==> src/rtl/gf180mcu_osu_sc_gp9t3v3__tbuf_arb4.sv <==
// Four-way round-robin arbiter for a shared tri-state line with break-before-make turnaround.
// Optional hold-limit (forced release after MAXHOLD cycles under contention): define TBUF_ARB_HOLD_LIMIT_EN.
module gf180mcu_osu_sc_gp9t3v3__tbuf_arb4 #(
    parameter int unsigned MAXHOLD = 8
) (
    input  logic       CLK,
    input  logic       R,
    input  logic [3:0] REQ,
    output logic [3:0] GNT,
    output logic [3:0] OE,
    output logic       BUSY
);

    typedef enum logic [1:0] {
        IDLE  = 2'd0,
        DRIVE = 2'd1,
        TURN  = 2'd2
    } state_t;

    state_t     state_r;
    state_t     state_s;
    logic [1:0] ptr_r;
    logic [1:0] ptr_s;
    logic [1:0] gidx_r;
    logic [1:0] gidx_s;
    logic [3:0] gnt_r;
    logic [3:0] oe_r;
    logic [3:0] gnt_s;
    logic       busy_r;
    logic [1:0] sel_s;
    logic [1:0] idx_s;
    logic       hit_s;
    logic       limit_s;

    // Round-robin pick: walk from ptr downwards in priority so the lowest offset wins.
    always_comb begin
        sel_s = ptr_r;
        idx_s = ptr_r;
        hit_s = |REQ;
        for (int k = 3; k >= 0; k--) begin
            idx_s = ptr_r + 2'(k);
            sel_s = REQ[idx_s] ? idx_s : sel_s;
        end
    end

`ifdef TBUF_ARB_HOLD_LIMIT_EN
    localparam logic [7:0] HOLD_MAX = 8'(MAXHOLD);

    logic [7:0] hcnt_r;
    logic [7:0] hcnt_s;
    logic [7:0] hcnt_inc_s;

    // Saturating count of completed DRIVE cycles; release fires when this cycle reaches the limit.
    always_comb begin
        hcnt_inc_s = (hcnt_r == HOLD_MAX) ? hcnt_r : (hcnt_r + 8'd1);
        limit_s    = (hcnt_inc_s == HOLD_MAX) && ((REQ & ~gnt_r) != 4'd0);
    end

    // Clear on entry to DRIVE, advance while DRIVE is kept, freeze otherwise.
    always_comb begin
        hcnt_s = hcnt_r;
        if ((state_s == DRIVE) && (state_r != DRIVE)) begin
            hcnt_s = 8'd0;
        end else if (state_s == DRIVE) begin
            hcnt_s = hcnt_inc_s;
        end else begin
            hcnt_s = hcnt_r;
        end
    end

    // Hold counter register.
    always_ff @(posedge CLK or posedge R) begin
        if (R) begin
            hcnt_r <= 8'd0;
        end else begin
            hcnt_r <= hcnt_s;
        end
    end
`else
    assign limit_s = 1'b0;
`endif

    // Next-state and next-grant decode.
    always_comb begin
        state_s = state_r;
        ptr_s   = ptr_r;
        gidx_s  = gidx_r;
        gnt_s   = gnt_r;
        case (state_r)
            DRIVE: begin
                if (!REQ[gidx_r] || limit_s) begin
                    state_s = TURN;
                    gnt_s   = 4'd0;
                end else begin
                    state_s = DRIVE;
                end
            end
            IDLE, TURN: begin
                if (hit_s) begin
                    state_s = DRIVE;
                    gnt_s   = 4'b0001 << sel_s;
                    gidx_s  = sel_s;
                    ptr_s   = sel_s + 2'd1;
                end else begin
                    state_s = IDLE;
                    gnt_s   = 4'd0;
                end
            end
            default: begin
                state_s = IDLE;
                gnt_s   = 4'd0;
            end
        endcase
    end

    // State, pointer and output registers; GNT and OE share one next value so they never differ.
    always_ff @(posedge CLK or posedge R) begin
        if (R) begin
            state_r <= IDLE;
            ptr_r   <= 2'd0;
            gidx_r  <= 2'd0;
            gnt_r   <= 4'd0;
            oe_r    <= 4'd0;
            busy_r  <= 1'b0;
        end else begin
            state_r <= state_s;
            ptr_r   <= ptr_s;
            gidx_r  <= gidx_s;
            gnt_r   <= gnt_s;
            oe_r    <= gnt_s;
            busy_r  <= (state_s != IDLE);
        end
    end

    assign GNT  = gnt_r;
    assign OE   = oe_r;
    assign BUSY = busy_r;

endmodule

==> config.mk <==
export PLATFORM = sky130hd
export DESIGN_NAME = gf180mcu_osu_sc_gp9t3v3__tbuf_arb4
export DESIGN_NICKNAME = d
export VERILOG_FILES = /design/src/rtl/gf180mcu_osu_sc_gp9t3v3__tbuf_arb4.sv
export SDC_FILE = /design/constraint.sdc
export NUM_CORES = 1
export LEC_CHECK = 0
export ABC_CLOCK_PERIOD_IN_PS = 1700
export BUFFER_PORTS_ARGS = -buffer_cell sky130_fd_sc_hd__buf_2
export CAP_MARGIN = 15
export CORE_AREA = 4 4 41 43
export CTS_BUF_LIST = sky130_fd_sc_hd__clkbuf_4 sky130_fd_sc_hd__clkbuf_8 sky130_fd_sc_hd__clkbuf_16
export DETAILED_ROUTE_END_ITERATION = 10
export DIE_AREA = 0 0 45 47
export PLACE_DENSITY = 0.68
export SLEW_MARGIN = 15
export SYNTH_ARGS = -nofsm -noshare
export SYNTH_HDL_FRONTEND = slang
export SYNTH_SLANG_ARGS = --single-unit
==> constraint.sdc <==
create_clock -name CLK -period 1.7 [get_ports CLK]
set_input_delay 0.34 -clock CLK [delete_from_list [all_inputs] [get_ports CLK]]
set_output_delay 0.34 -clock CLK [all_outputs]
set_load 0.02 [all_outputs]
; After elaboration in Yosys (flattened, before gate mapping)
; Cells that the tools add are included.
[word_totals]
regBits = 11
in_bits = 6
out_inout_bits = 9
elab_cells = 43
[classes]
n_addsub = 4
order_cmp = 5
n_eq_ne = 3
shift = 1
mux = 20
reduce_logical = 5
[ops]
columns = operator, count
row1 = "< comparator 2 x 3 -> 1 bit, second input constant", 5
row2 = binary-select mux 1 bit (select 2 bit), 5
row3 = 2-to-1 mux 2 bit, 5
row4 = 2-to-1 mux 4 bit, 2
row5 = case mux 4 bit (2 select lines), 1
row6 = 2-to-1 mux 1 bit, 6
row7 = "adder 2 x 1 -> 2 bit, second input constant", 2
row8 = "adder 2 bit, second input constant", 2
row9 = case mux 2 bit (2 select lines), 1
row10 = OR reduction 4 bit, 1
row11 = "left shift 1 x 2 -> 4 bit, first input constant", 1
row12 = "== test 2 x 1 -> 1 bit, second input constant", 1
row13 = "== test 2 bit, second input constant", 1
row14 = logical NOT 2 bit, 1
row15 = "!= test 2 bit, second input constant", 1
row16 = AND reduction 2 bit, 1
row17 = nonzero test 2 bit, 1
row18 = OR reduction 2 bit, 1

; Depth between registers and ports, before layout
[logic_depth]
depth_word = 10
mapped_depth = 5
mapped_depth_nobuf = 5

; Worst setup path after synthesis
; OpenSTA, ideal clock, no wires.
[synth_timing]
kind = reg-to-reg
startpoint = register gidx_r[0]
endpoint = register oe_r[2], in the netlist OE[2]
setup_time_ns = 0.121
t_arrival_ns = 1.245
required_ns = 1.579
setup_slack_ns = 0.334
stages_incl_launch_ff = 4
path_buffers = 0
synth_period_minus_slack_ns = 1.366
cell_sequence = dfrtp_1 mux4_1 nor2b_4 a32o_2
[synth_between]
elab_chain_len = 3
[synth_lines]
columns = item, line
row1 = from (decl), 24  ; logic [1:0] gidx_r;
row2 = from (signal assigned), 128  ; gidx_r <= gidx_s;
row3 = binary-select mux 1 bit (select 2 bit), 91  ; if (!REQ[gidx_r] || limit_s) begin
row4 = 2-to-1 mux 1 bit (not written as such), 91
row5 = != test 2 bit (no line), n/a
row6 = to (signal assigned), 130  ; oe_r <= gnt_s;
row7 = to (decl), 27  ; logic [3:0] oe_r;
; No other way between the ends. The select of a mux whose other input is x is not followed.
; A chain may end at the register's enable or synchronous reset.

; Final worst setup path
[layout_timing]
startpoint = register ptr_r[1]
endpoint = register oe_r[2], in the netlist OE[2]
[layout_between]
elab_chain_len = 10
elab_cells_between_ends = 18
classes_between = 3 x add/sub / 1 x shift / 14 x mux
[layout_lines]
columns = item, line
row1 = from (decl), 22  ; logic [1:0] ptr_r;
row2 = from (signal assigned), 127  ; ptr_r <= ptr_s;
row3 = adder 2 bit, 41  ; idx_s = ptr_r + 2'(k);
row4 = binary-select mux 1 bit (select 2 bit), 42  ; sel_s = REQ[idx_s] ? idx_s : sel_s;
row5 = 2-to-1 mux 1 bit (not written as such), 42
row6 = 2-to-1 mux 2 bit (3 in a row), 42
row7 = 2-to-1 mux 2 bit *, 42
row8 = left shift 1 x 2 -> 4 bit *, 101  ; gnt_s = 4'b0001 << sel_s;
row9 = 2-to-1 mux 4 bit *, 99  ; if (hit_s) begin
row10 = case mux 4 bit (2 select lines) *, 89  ; case (state_r)
; Mark *: on every way between the ends. The rest lies on a longest branch, timed or not. The select of a mux whose other input is x is not followed.

==> flow_summary.json <==
{
  "crit_path_end_kind": "flop",
  "finalNetCount": 78,
  "cts_tree": "built",
  "ir_drop_v": 0.0008582,
  "fmax_ghz": 0.6860,
  "synth_commonest_cells": "dfrtp_1, nand2_1, buf_4, nor2_1, nand2b_1",
  "postLayoutCoreUtil_pct": 51.25,
  "htree_levels": 1,
  "drive_gt1_share_pct": 30.99,
  "clk_pin_slew_worst_paths_ns": 0.07,
  "cpMaxStageDelayCell": "dfrtp_1",
  "cts_num_sinks": 11,
  "hold_buffers": 0,
  "wl_per_cell_um": 14.73,
  "grt_pass1_wl_mm": 2.132,
  "worstSetupStartpoint": "ptr_r[1]",
  "setup_viol": 0,
  "synth.area.top_cells": "dfrtp_1, nand2_1, buf_4",
  "fin_crit_ns": 1.458,
  "synth_seq_area_share_pct": 47.62,
  "core_sq_um": 1301,
  "status": "completed",
  "detail-route-antenna-nets": 0,
  "synth_top_area_share_pct": 47.62,
  "r2r_start": "ptr_r[1]",
  "clockPowerShare_pct": 15.7,
  "setup_tns_ns": 0,
  "startpoint_type": "flop",
  "crit_arrival_ns": 1.63,
  "synth_fp_nets": 63,
  "synth.avg_cell_area_sq_um": 10.14,
  "dr.first_iter.drc_count": 12,
  "crit_fanout": 6,
  "viasPerCell": 5.640,
  "p_leak_nw": 0.3453,
  "synth_top_area_cell": "dfrtp_1",
  "overflow": 0,
  "cts_root_buffer": "clkbuf_4",
  "finalClockSkew_ns": 0.003167,
  "fin_crit_sh_pct": 85.75,
  "required_ns": 1.87,
  "areaGrowthSynthToFinish_pct": 15.37,
  "power_density_nw_per_um2": 1930,
  "synth_edf_count": 0,
  "initial_utilization_pct": 44.42,
  "drc": 0,
  "maxSlewHeadroom_pct": 70.50,
  "die_w_um": 45,
  "fin_cells": 86,
  "critPathKind": "reg2reg",
  "place_congestion": 0.8663,
  "p_seq_share_pct": 37.3,
  "ios": 15,
  "numCtsBuffers": 3,
  "r2r_slack_ns": 0.24,
  "critPathCapture": "OE[2]",
  "routed_wl_mm": 1.267,
  "die_h_um": 47,
  "async_reset_ff_share_pct": 100.0,
  "grt_max_degree": 12,
  "place.port_buffers": 14,
  "die-area_sq_um": 2115,
  "p_int_mw": 0.7296,
  "worst_pin_slew_ns": 0.4389,
  "p_comb_share_pct": 46.9,
  "finalPower_mw": 1.287,
  "grt_usage_pct": 14.62,
  "detailedPlacementHpwl_um": 928.1,
  "post_cts_buffers": 0,
  "reg2reg_to": "OE[2]",
  "synth_cell_types": 26,
  "rsz0062_at_grt": "false",
  "max_stage_delay_ns": 0.43,
  "antenna_cells": 0,
  "ys_warn_count": 0,
  "hold_slack_ns": 0.05197,
  "grt_pass1_vias": 473,
  "post-synth-top-count-cell": "dfrtp_1",
  "ys.flop_type": "dfrtp_1",
  "ctsResizeCount": 0,
  "cts_buffer_depth": 2,
  "switching_share_pct": 43.32,
  "dr.pass1.iters": 4,
  "place_inst": 82,
  "report.final.slew_viol_count": 0,
  "reg2reg_depth": 4,
  "p_sw_mw": 0.5576,
  "insertion_delay_ns": 0.27,
  "vias": 485,
  "syn-cell-area_sq_um": 578.1,
  "ys_ff_latch": 11,
  "rows": 13,
  "path_cells": "or3_1 -> nand4b_1 -> nand2_1 -> a32o_2",
  "antenna_found_initial": 0,
  "synthCells": 57,
  "hold_violations": 0,
  "max-cap-violations": 0,
  "hold_path_class": "in2async"
}
registers in the layout, indices dropped and copies added, names as in the netlist:
register / count
gidx_r: 2
state_r: 2
BUSY: 1
OE: 4
ptr_r: 2
power groups by stage:
stage | registers [mW] | clock network (mW) | logic [mW]
floorplan | 0.532 | 0 | 0.426
global placement | 0.477 | 0 | 0.598
detailed placement | 0.484 | 0 | 0.602
CTS | 0.481 | 0.203 | 0.607
global route | 0.503 | 0.213 | 0.664
finish | 0.481 | 0.203 | 0.604
worst max-delay path: cells and delay by family, from the launching register on:
| kind | cells | cell delay [ns] |
|---|---|---|
| DFF | 1 | 0.43 |
| and+or+nand+nor | 3 | 0.62 |
| AOI/OAI and AO/OA | 1 | 0.30 |
cell usage in the layout, fill, tap and decap left out, drive strengths merged, types with 2 or more instances in the layout:
| master | n |
|---|---|
| or3 | 2 |
| nand2 | 9 |
| nand2b | 3 |
| buf | 14 |
| clkbuf | 4 |
| o21ai | 3 |
| nor2 | 5 |
| nor2b | 3 |
| dfrtp | 11 |
| a21oi | 2 |
| a21o | 2 |
worst min-delay path by stage:
| stage | startpoint | endpoint | slack [ns] | depth (start not counted) |
|---|---|---|---|---|
| 2_1_floorplan | R | BUSY | 0.19 | 1 |
| 3_3_place_gp | R | state_r[0] | 0.35 | 2 |
| 3_5_place_dp | R | state_r[1] | 0.35 | 2 |
| 4_1_cts | R | BUSY | 0.06 | 2 |
| 5_1_grt | R | gidx_r[1] | 0.09 | 2 |
| 6_report | R | state_r[1] | 0.05 | 2 |
logic make-up after synthesis:
logic type	after synthesis	synth area share (%)
compound gates	12	14.29
buf+inv	5	5.844
flops	11	47.62
mux	1	4.546
simple gates	28	27.71
per-layer routing:
metal | global-route usage, % | share of wire [%] | vias to the layer above
li1 | - | - | 226
met1 | 17.18 | 41 | 238
met2 | 24.86 | 52 | 16
met3 | 2.299 | 5.2 | 5
met4 | 9.357 | 2.1 | 0
met5 | 0 | 0 | -
final cells by class:
type                            instances  area, sq um
Clock buffer                            4        30.03
Fill cell                             134        634.4
Inverter                                1        3.754
Multi-Input combinational cell         41        269.0
Sequential cell                        11        275.3
Tap cell                               15        18.77
Timing Repair Buffer                   14        70.07
through the flow:
step | setup WS (ns) | instance area (sq um)
2_1_floorplan | 0.3338 | 578.1
3_5_place_dp | 0.1520 | 636.9
4_1_cts | 0.2432 | 666.9
6_report | 0.2423 | 666.9
3_3_place_gp | 0.1801 | 636.9
5_1_grt | 0.1766 | 666.9
(Power assumes the default switching activity.)
